===== config.mk =====
export PLATFORM = sky130hd
export DESIGN_NAME = hc193_count_sequencer_flat
export DESIGN_NICKNAME = d
export VERILOG_FILES = /design/src/rtl/hc193_count_sequencer_if.sv /design/src/rtl/hc193_count_sequencer.sv /design/src/flat_wrapper.sv
export SDC_FILE = /design/constraint.sdc
export NUM_CORES = 1
export LEC_CHECK = 0
export ABC_CLOCK_PERIOD_IN_PS = 6340
export CAP_MARGIN = 20
export CORE_ASPECT_RATIO = 0.9
export CORE_UTILIZATION = 59
export DETAILED_ROUTE_END_ITERATION = 16
export DONT_BUFFER_PORTS = 1
export PLACE_DENSITY_LB_ADDON = 0.05
export SLEW_MARGIN = 20
export SYNTH_ARGS = -nofsm -noshare
export SYNTH_HDL_FRONTEND = slang
export SYNTH_SLANG_ARGS = --single-unit

===== constraint.sdc =====
create_clock -name clk_i -period 6.34 [get_ports clk_i]
set_clock_uncertainty 0.05 [all_clocks]
set_input_delay 1.585 -clock clk_i [delete_from_list [all_inputs] [get_ports clk_i]]
set_output_delay 1.585 -clock clk_i [all_outputs]
set_load 0.03 [all_outputs]

===== src/rtl/hc193_count_sequencer_if.sv =====
// Request/acknowledge bundle between the requesters and the 74HC193 count sequencer.
interface hc193_count_sequencer_if;
  logic       clrReq;
  logic       ldReq;
  logic [3:0] ldData;
  logic       upReq;
  logic       dnReq;
  logic       clrAck;
  logic       ldAck;
  logic       upAck;
  logic       dnAck;
  logic       busy;

  modport master (
    output clrReq, ldReq, ldData, upReq, dnReq,
    input  clrAck, ldAck, upAck, dnAck, busy
  );

  modport slave (
    input  clrReq, ldReq, ldData, upReq, dnReq,
    output clrAck, ldAck, upAck, dnAck, busy
  );
endinterface


===== src/rtl/hc193_count_sequencer.sv =====
// Sequencer that turns clear/load/up/down requests into 74HC193 pin sequences
// and keeps a shadow copy of the counter value and its terminal-count flags.
module hc193_count_sequencer #(
  parameter int unsigned PULSE_CYC = 1
) (
  input  logic                          clk_i,
  input  logic                          rst_ni,
  hc193_count_sequencer_if.slave        bus,
  output logic                          cpu_o,
  output logic                          cpd_o,
  output logic                          mr_o,
  output logic                          plBar_o,
  output logic [3:0]                    d_o,
  output logic [3:0]                    qShadow_o,
  output logic                          tcuBar_o,
  output logic                          tcdBar_o
);

  typedef enum logic [2:0] {IDLE, CLR, LOAD, LOW, HIGH} state_e;

  localparam logic [4:0] ActiveEnd = 5'(PULSE_CYC);
  localparam logic [4:0] AckSlot   = 5'(PULSE_CYC + 1);

  state_e     state_q, state_d;
  logic [4:0] cyc_q, cyc_d;
  logic       dnDir_q, dnDir_d;
  logic       ptrDn_q, ptrDn_d;
  logic [3:0] count_q, count_d;
  logic [3:0] data_q, data_d;
  logic       cpu_q, cpu_d, cpd_q, cpd_d, mr_q, mr_d, plBar_q, plBar_d;
  logic       tcuBar_q, tcuBar_d, tcdBar_q, tcdBar_d;
  logic       clrAck_q, clrAck_d, ldAck_q, ldAck_d;
  logic       upAck_q, upAck_d, dnAck_q, dnAck_d;
  logic       busy_q, busy_d;

  // CLR and LOAD stay in their state one extra cycle to present the ACK,
  // so every operation keeps its request pin away from the IDLE sampler.
  always_comb begin
    state_d = state_q;
    cyc_d   = cyc_q;
    dnDir_d = dnDir_q;
    ptrDn_d = ptrDn_q;
    count_d = count_q;
    data_d  = data_q;

    unique case (state_q)
      IDLE: begin
        cyc_d = 5'd1;
        if (bus.clrReq) begin
          state_d = CLR;
        end else if (bus.ldReq) begin
          state_d = LOAD;
          data_d  = bus.ldData;
        end else if (bus.upReq || bus.dnReq) begin
          state_d = LOW;
          dnDir_d = bus.dnReq && (!bus.upReq || ptrDn_q);
          ptrDn_d = !dnDir_d;
        end
      end
      CLR, LOAD: begin
        if (cyc_q == AckSlot) begin
          state_d = IDLE;
        end else begin
          cyc_d = cyc_q + 5'd1;
          if (cyc_d == AckSlot) begin
            count_d = (state_q == CLR) ? 4'd0 : data_q;
          end
        end
      end
      LOW: begin
        if (cyc_q == ActiveEnd) begin
          state_d = HIGH;
          count_d = dnDir_q ? (count_q - 4'd1) : (count_q + 4'd1);
        end else begin
          cyc_d = cyc_q + 5'd1;
        end
      end
      HIGH: begin
        state_d = IDLE;
      end
      default: begin
        state_d = IDLE;
      end
    endcase

    busy_d   = (state_d != IDLE);
    mr_d     = (state_d == CLR) && (cyc_d <= ActiveEnd);
    plBar_d  = !((state_d == LOAD) && (cyc_d <= ActiveEnd));
    cpu_d    = !((state_d == LOW) && !dnDir_d);
    cpd_d    = !((state_d == LOW) && dnDir_d);
    clrAck_d = (state_d == CLR) && (cyc_d == AckSlot);
    ldAck_d  = (state_d == LOAD) && (cyc_d == AckSlot);
    upAck_d  = (state_d == HIGH) && !dnDir_d;
    dnAck_d  = (state_d == HIGH) && dnDir_d;
    tcuBar_d = !((count_d == 4'hF) && !cpu_d);
    tcdBar_d = !((count_d == 4'h0) && !cpd_d);
  end

  always_ff @(posedge clk_i or negedge rst_ni) begin
    if (!rst_ni) begin
      state_q  <= IDLE;
      cyc_q    <= 5'd0;
      dnDir_q  <= 1'b0;
      ptrDn_q  <= 1'b0;
      count_q  <= 4'd0;
      data_q   <= 4'd0;
      cpu_q    <= 1'b1;
      cpd_q    <= 1'b1;
      mr_q     <= 1'b0;
      plBar_q  <= 1'b1;
      tcuBar_q <= 1'b1;
      tcdBar_q <= 1'b1;
      clrAck_q <= 1'b0;
      ldAck_q  <= 1'b0;
      upAck_q  <= 1'b0;
      dnAck_q  <= 1'b0;
      busy_q   <= 1'b0;
    end else begin
      state_q  <= state_d;
      cyc_q    <= cyc_d;
      dnDir_q  <= dnDir_d;
      ptrDn_q  <= ptrDn_d;
      count_q  <= count_d;
      data_q   <= data_d;
      cpu_q    <= cpu_d;
      cpd_q    <= cpd_d;
      mr_q     <= mr_d;
      plBar_q  <= plBar_d;
      tcuBar_q <= tcuBar_d;
      tcdBar_q <= tcdBar_d;
      clrAck_q <= clrAck_d;
      ldAck_q  <= ldAck_d;
      upAck_q  <= upAck_d;
      dnAck_q  <= dnAck_d;
      busy_q   <= busy_d;
    end
  end

  assign cpu_o      = cpu_q;
  assign cpd_o      = cpd_q;
  assign mr_o       = mr_q;
  assign plBar_o    = plBar_q;
  assign d_o        = data_q;
  assign qShadow_o  = count_q;
  assign tcuBar_o   = tcuBar_q;
  assign tcdBar_o   = tcdBar_q;
  assign bus.clrAck = clrAck_q;
  assign bus.ldAck  = ldAck_q;
  assign bus.upAck  = upAck_q;
  assign bus.dnAck  = dnAck_q;
  assign bus.busy   = busy_q;

endmodule


===== src/flat_wrapper.sv =====
// flat-port wrapper written by rule: the top's interface ports become plain ports
module hc193_count_sequencer_flat 
#(
  parameter int unsigned PULSE_CYC = 1
)
  (clk_i, rst_ni, cpu_o, cpd_o, mr_o, plBar_o, d_o, qShadow_o, tcuBar_o, tcdBar_o, bus_clrReq, bus_ldReq, bus_ldData, bus_upReq, bus_dnReq, bus_clrAck, bus_ldAck, bus_upAck, bus_dnAck, bus_busy);
  hc193_count_sequencer_if bus_i ();
  input  logic clk_i;
  input  logic rst_ni;
  output logic cpu_o;
  output logic cpd_o;
  output logic mr_o;
  output logic plBar_o;
  output logic [3:0] d_o;
  output logic [3:0] qShadow_o;
  output logic tcuBar_o;
  output logic tcdBar_o;
  input wire logic [$bits(bus_i.clrReq)-1:0] bus_clrReq;
  input wire logic [$bits(bus_i.ldReq)-1:0] bus_ldReq;
  input wire logic [$bits(bus_i.ldData)-1:0] bus_ldData;
  input wire logic [$bits(bus_i.upReq)-1:0] bus_upReq;
  input wire logic [$bits(bus_i.dnReq)-1:0] bus_dnReq;
  output wire logic [$bits(bus_i.clrAck)-1:0] bus_clrAck;
  output wire logic [$bits(bus_i.ldAck)-1:0] bus_ldAck;
  output wire logic [$bits(bus_i.upAck)-1:0] bus_upAck;
  output wire logic [$bits(bus_i.dnAck)-1:0] bus_dnAck;
  output wire logic [$bits(bus_i.busy)-1:0] bus_busy;
  assign bus_i.clrReq = bus_clrReq;
  assign bus_i.ldReq = bus_ldReq;
  assign bus_i.ldData = bus_ldData;
  assign bus_i.upReq = bus_upReq;
  assign bus_i.dnReq = bus_dnReq;
  assign bus_clrAck = bus_i.clrAck;
  assign bus_ldAck = bus_i.ldAck;
  assign bus_upAck = bus_i.upAck;
  assign bus_dnAck = bus_i.dnAck;
  assign bus_busy = bus_i.busy;
  hc193_count_sequencer #(.PULSE_CYC(PULSE_CYC)) u_core (.clk_i(clk_i), .rst_ni(rst_ni), .bus(bus_i), .cpu_o(cpu_o), .cpd_o(cpd_o), .mr_o(mr_o), .plBar_o(plBar_o), .d_o(d_o), .qShadow_o(qShadow_o), .tcuBar_o(tcuBar_o), .tcdBar_o(tcdBar_o));
endmodule

==> flow_metrics.py, run 1 <==
metrics = {
    "cells_and_area": {
        "ff_latch_area_um2": 732,
        "fin_cells": 186,
        "design_area_um2": 1720,
        "multi_input_area_um2": 826,
        "antenna_cells": 0,
        "drive_gt1_frac": 0.165,
        "layout.nets": 173,
        "fill_cells": 204,
        "area_growth_pct": 5.04,
    },
    "drt": {
        "post_drt_wl_per_cell_um": 16.8,
        "firstDrtPassIters": 10,
        "drtAntennaViolNets": 0,
        "vias": 1206,
        "drt_iter0_markers": 37,
        "via_per_inst": 6.48,
        "routed_wl_um": 3130,
        "drc": 2,
    },
    "yosys": {
        "syn_nets": 173,
        "synth_flop_cell": "dfrtp_1",
        "synth_edf_count": 0,
        "yosysMostFrequentCell": "dfrtp_1",
        "synth_cells": 157,
        "synthTopCellsByCount": "dfrtp_1, nand2_1, a21oi_1",
        "yosysTopAreaCell": "dfrtp_1",
        "async_flop_share": 1.00,
        "synth-seq-area-share": 0.447,
        "synth.avg_cell_area_um2": 10.4,
        "ys_ff_latch": 29,
        "ys_types": 48,
        "yosys_warnings": 0,
        "syn-cell-area_um2": 1640,
        "synthTopCellsByArea": "dfrtp_1, dfstp_2, ha_1",
        "synth_top_cell_area_share": 0.367,
    },
    "clocking": {
        "path_clk_slew_ns": 0.09,
        "cts.path.max_buffers": 2,
        "cts_setup_buffers": 0,
        "clockRootBuffer": "clkbuf_4",
        "cts_tree": "yes",
        "clk_latency_ns": 0.32,
        "clkSinkCount": 29,
        "cts_max_level": 2,
        "cts_buffers": 5,
        "cts_repair_resize_count": 0,
        "ctsHoldBuffers": 0,
    },
    "global_route": {
        "grt_usage": 0.241,
        "grt_max_degree": 30,
        "grt_pass1_vias": 1097,
        "grt_overflow": 0,
        "antenna_found_initial": 0,
        "grt_pass1_wl_um": 5340,
    },
    "power_and_ir_drop": {
        "finalPower_w": 0.000982,
        "p_leak_nw": 0.746,
        "ir_worst_vdd_v": 0.000297,
        "powerDensity_nw_per_um2": 571,
    },
    "setup_path": {
        "critPathArrivalTime_ns": 3.25,
        "required_ns": 6.52,
        "cp-end-kind": "register",
        "cp_slowest_cell": "or4_1",
        "cpPeakStageDelay_ns": 0.47,
        "crit_path_frequent_cell": "or4_1",
        "cp-start-kind": "primary input",
        "crit_fanout": 7,
        "crit_type": "primary input to register",
        "path_cells": "or4_1 -> a21oi_1 -> nand3b_1 -> o21bai_1 -> or4_1",
    },
    "timing": {
        "period_minus_slack_ns": 3.07,
        "drv_slew": 0,
        "maxSlewHeadroom": 0.490,
        "max_freq_mhz": 326,
        "tns_ns": 0,
        "worstMarginPinSlew_ns": 0.754,
        "whs_ns": 0.449,
        "final-setup-viol-count": 0,
        "rsz0062_at_grt": "no",
        "hold_viol": 0,
        "finalCritPeriodShare": 0.484,
    },
    "placed_design": {
        "gp_congestion": 0.819,
        "dp_hpwl_um": 2370,
        "io_buffers": 0,
        "dpl_cell_area_um2": 1640,
        "post-place-cells": 178,
    },
    "die": {
        "die_w_um": 57.5,
        "dieHeight_um": 52.0,
        "core_um2": 2530,
        "num_rows": 17,
        "start_util": 0.647,
        "fp.dieArea_um2": 2990,
        "io_pins": 29,
    },
    "outcome": {
        "violations": "DRC",
        "status": "finished, violations left",
    },
    "flow_run": {
        "timing.max_cap.violations": 0,
    },
    "worst_hold_path": {
        "min_path_type": "register to register",
    },
}
[sequential cells by signal, indices dropped and copies added (netlist names), 3 cells and up]
| register | count |
|---|---|
| u_core.qShadow_o | 4 |
| u_core.cyc_q | 5 |
| u_core.state_q | 3 |
| u_core.d_o | 4 |
[worst max-delay path: cells and delay by family]
kind	cells	cell delay [ns]
and+or+nand+nor	3	1.05
AOI/OAI and AO/OA	2	0.61
[layer usage]
metal,track usage,part of all wire,vias up
li1,-,-,576
met1,0.351,0.51,595
met2,0.359,0.44,33
met3,0.0597,0.046,2
met4,0.0610,0.0051,0
met5,0,0,-
[cells by family (layout without fill, tap and decap cells)]
kind of cell	after synthesis	count (layout)	share of synthesized area
and+or+nand+nor	61	61	0.231
AOI/OAI and AO/OA	31	31	0.146
DFF	29	29	0.447
buffers and inverters	17	18	0.0489
xor gates and xnor gates	7	7	0.0374
adders and majority gates	6	6	0.0504
muxes	6	6	0.0397
[area by class of cell]
cell class	count	area share
clock inverters	1	0.0175
inverters	10	0.0247
multi-input cells	111	0.480
flip-flops and latches	29	0.425
well taps	28	0.0204
clock buffers	7	0.0320
[layout by cell type, fill, tap and decap left out, types with 2 or more instances in the layout]
cell	n
or2_2	2
nor4bb_1	2
nor3_1	5
nand3_1	5
and2_1	2
o31ai_1	2
nand2_1	12
a221o_1	4
nand3b_1	2
nor2_1	10
o21ai_0	3
o22ai_1	2
ha_1	5
o21bai_1	2
nor2b_1	2
nor4b_1	4
mux2_2	4
mux2i_1	2
nor4_1	4
xor2_1	3
or4_1	2
a21oi_1	11
xnor2_1	4
clkbuf_4	5
dfrtp_1	24
dfstp_2	5
inv_1	9
[final timing paths]
kind                                  from         endpoint  slack (ns)  cells after the start
max                             bus_clrReq  u_core.tcuBar_o        3.27                      5
min                         u_core.ptrDn_q   u_core.ptrDn_q        0.45                      1
max in group asynchronous           rst_ni   u_core.plBar_o        5.16                      0
max reg2reg                u_core.cyc_q[0]  u_core.tcuBar_o        3.59                      8
min reg2reg                 u_core.ptrDn_q   u_core.ptrDn_q        0.45                      1
min in group asynchronous           rst_ni   u_core.ptrDn_q        0.89                      0
[where the power goes]
part           switching (W)  total (W)  internal (W)
clock              0.0000607   0.000155     0.0000941
combinational       0.000224   0.000405      0.000181
sequential          0.000170   0.000423      0.000253
[per-stage QoR]
stage | worst slack (ns) | util
5_1_grt | 3.17 | 0.680
2_1_floorplan | 3.17 | -
6_report | 3.27 | 0.680
4_1_cts | 3.31 | 0.680
3_3_place_gp | 3.01 | 0.646
3_5_place_dp | 2.97 | 0.646
Power figures use the tool's default switching activity.
==> run 2: changes to the inputs <==
--- a/config.mk
+++ b/config.mk
@@ -5,7 +5,8 @@
 export SDC_FILE = /design/constraint.sdc
 export NUM_CORES = 1
 export LEC_CHECK = 0
-export ABC_CLOCK_PERIOD_IN_PS = 6340
+export ABC_AREA = 1
+export ABC_CLOCK_PERIOD_IN_PS = 2900
 export CAP_MARGIN = 20
 export CORE_ASPECT_RATIO = 0.9
 export CORE_UTILIZATION = 59
==> constraint.sdc (replaced) <==
create_clock -name clk_i -period 2.9 [get_ports clk_i]
set_clock_uncertainty 0.05 [all_clocks]
set_input_delay 0.725 -clock clk_i [delete_from_list [all_inputs] [get_ports clk_i]]
set_output_delay 0.725 -clock clk_i [all_outputs]
set_load 0.03 [all_outputs]
==> flow_metrics.py, run 2 <==
metrics = {
    "setup_path": {
        "crit_buf_inv": 1,
        "critPathArrivalTime_ns": 2.07,
        "required_ns": 3.11,
        "cp-startpoint": "u_core.qShadow_o[2]",
        "crit_type": "register to register",
        "timing.rr.end": "u_core.tcuBar_o",
        "crit_path_frequent_cell": "nand2_1",
        "crit_family": "simple AND/OR/NAND/NOR gates",
        "cp-start-kind": "register",
        "worstReg2RegStart": "u_core.qShadow_o[2]",
        "cpPeakStageDelay_ns": 0.54,
        "crit_fanout": 4,
        "r2r_slack_ns": 1.04,
        "cp-end-kind": "register",
        "cp_slowest_cell": "dfrtp_1",
        "path_cells": "ha_1 -> a21oi_1 -> nand2_1 -> nand2_1 -> nand2_1 -> nand2_1 -> nand3_1 -> nand3_1 -> nand2_1 -> inv_1 -> nand2_1",
        "reg2regPathDepth": 11,
    },
    "drt": {
        "via_per_inst": 5.41,
        "vias": 1255,
        "drc": 4,
        "drtAntennaViolNets": 0,
        "firstDrtPassIters": 11,
        "drt_iter0_markers": 65,
        "post_drt_wl_per_cell_um": 13.8,
        "routed_wl_um": 3210,
    },
    "yosys": {
        "synthTopCellsByArea": "dfrtp_1, nand2_1, dfstp_2",
        "synth_top_cell_area_share": 0.372,
        "syn-cell-area_um2": 1620,
        "synth.avg_cell_area_um2": 8.25,
        "yosysMostFrequentCell": "nand2_1",
        "yosysTopAreaCell": "dfrtp_1",
        "synth_edf_count": 0,
        "synth_flop_cell": "dfrtp_1",
        "syn_nets": 212,
        "ys_ff_latch": 29,
        "synth_cells": 196,
        "synthTopCellsByCount": "nand2_1, inv_1, dfrtp_1",
        "async_flop_share": 1.00,
        "ys_types": 25,
        "yosys_warnings": 0,
        "synth-seq-area-share": 0.453,
    },
    "worst_hold_path": {
        "min_path_type": "primary input to async pin",
    },
    "clocking": {
        "cts_max_level": 2,
        "cts_setup_buffers": 0,
        "ctsHoldBuffers": 0,
        "clockRootBuffer": "clkbuf_4",
        "clk_latency_ns": 0.33,
        "path_clk_slew_ns": 0.10,
        "cts_tree": "yes",
        "cts.path.max_buffers": 2,
        "cts_buffers": 5,
        "cts_repair_resize_count": 0,
        "clkSinkCount": 29,
    },
    "cells_and_area": {
        "largest_reg_flops": 5,
        "largest-register": "u_core.cyc_q",
        "drive_gt1_frac": 0.191,
        "fin_cells": 232,
        "layout_commonest_cell": "nand2_1",
        "layout_common_cells": "nand2_1, inv_1, dfrtp_1, nor2_1, nand3_1",
        "layout.nets": 219,
        "area_growth_pct": 7.66,
        "antenna_cells": 0,
    },
    "power_and_ir_drop": {
        "p_int_w": 0.00114,
        "power_frac_clock": 0.155,
        "ir_worst_vdd_v": 0.000738,
        "p_seq_frac": 0.390,
        "sw_frac_of_total": 0.503,
        "combPwrFrac": 0.455,
        "powerDensity_nw_per_um2": 1320,
        "p_leak_nw": 0.913,
        "p_sw_w": 0.00115,
    },
    "timing": {
        "finalCritPeriodShare": 0.641,
        "tns_ns": 0,
        "hold_viol": 0,
        "period_minus_slack_ns": 1.86,
        "maxSlewHeadroom": 0.700,
        "max_freq_mhz": 538,
        "rsz0062_at_grt": "no",
        "worstMarginPinSlew_ns": 0.450,
        "drv_slew": 0,
        "final-setup-viol-count": 0,
        "whs_ns": 0.0276,
    },
    "die": {
        "die_w_um": 57.2,
        "fp.dieArea_um2": 2950,
        "start_util": 0.639,
        "num_rows": 17,
        "core_um2": 2530,
        "io_pins": 29,
        "dieHeight_um": 51.7,
    },
    "placed_design": {
        "post-place-cells": 224,
        "gp_congestion": 0.862,
        "io_buffers": 0,
        "dp_hpwl_um": 2460,
    },
    "global_route": {
        "grt_max_degree": 30,
        "grt_usage": 0.252,
        "antenna_found_initial": 0,
        "grt_pass1_vias": 1202,
        "grt_pass1_wl_um": 5450,
        "grt_overflow": 0,
    },
    "outcome": {
        "violations": "DRC",
        "status": "finished, violations left",
    },
    "flow_run": {
        "timing.max_cap.violations": 0,
    },
}
[run 2: area by class of cell]
class | count | area [µm²]
sequential | 29 | 732
fill | 209 | 791
multi-input combinational | 132 | 753
tap | 28 | 35.0
clock buffer | 6 | 51.3
inverter | 35 | 131
clock inverter | 2 | 37.5
[run 2: worst reg2reg max path, stage by stage, from the launching register on]
cell     delay (ns)
dfrtp_1        0.54
ha_1           0.42
a21oi_1        0.20
nand2_1        0.07
nand2_1        0.07
nand2_1        0.05
nand2_1        0.05
nand3_1        0.07
nand3_1        0.13
nand2_1        0.07
inv_1          0.05
nand2_1        0.05
[run 2: how the worst max path moves through the flow]
stage | end | slack, ns | cells past startpoint
6_report | u_core.tcuBar_o | 1.04 | 11
5_1_grt | u_core.tcuBar_o | 0.84 | 12
4_1_cts | u_core.tcuBar_o | 1.06 | 11
3_5_place_dp | u_core.tcuBar_o | 1.08 | 11
3_3_place_gp | u_core.tcuBar_o | 1.09 | 11
2_1_floorplan | u_core.tcuBar_o | 1.23 | 11
[run 2: cells by family after synthesis]
logic type,after synthesis,synth area share
compound gates,23,0.0867
xor+xnor,2,0.0108
fa+ha+maj,6,0.0511
simple gates,98,0.296
flops,29,0.453
mux,3,0.0209
buf+inv,35,0.0813
[run 2: per-layer routing]
layer,part of all wire,vias to the layer above,global-route usage
li1,-,633,-
met1,0.46,582,0.349
met2,0.47,38,0.382
met3,0.059,2,0.0796
met4,0.0041,0,0.0732
met5,0,-,0
[run 2: power by group through the flow]
| stage | combinational (W) | clock [W] | sequential, W |
|---|---|---|---|
| final | 0.00104 | 0.000354 | 0.000894 |
| after global routing | 0.00119 | 0.000380 | 0.000915 |
| after CTS | 0.00104 | 0.000359 | 0.000894 |
| after detailed placement | 0.00103 | 0 | 0.000901 |
| after global placement | 0.000995 | 0 | 0.000895 |
| after floorplan | 0.000857 | 0 | 0.000857 |
[run 2: metrics by stage]
stage	util	instance area, µm²	power [W]	setup WS (ns)
after CTS	0.688	1740	0.00229	1.06
after global placement	0.652	1650	0.00189	1.09
final	0.688	1740	0.00229	1.04
after floorplan	-	1620	0.00171	1.23
after global routing	0.688	1740	0.00248	0.843
after detailed placement	0.652	1650	0.00193	1.08
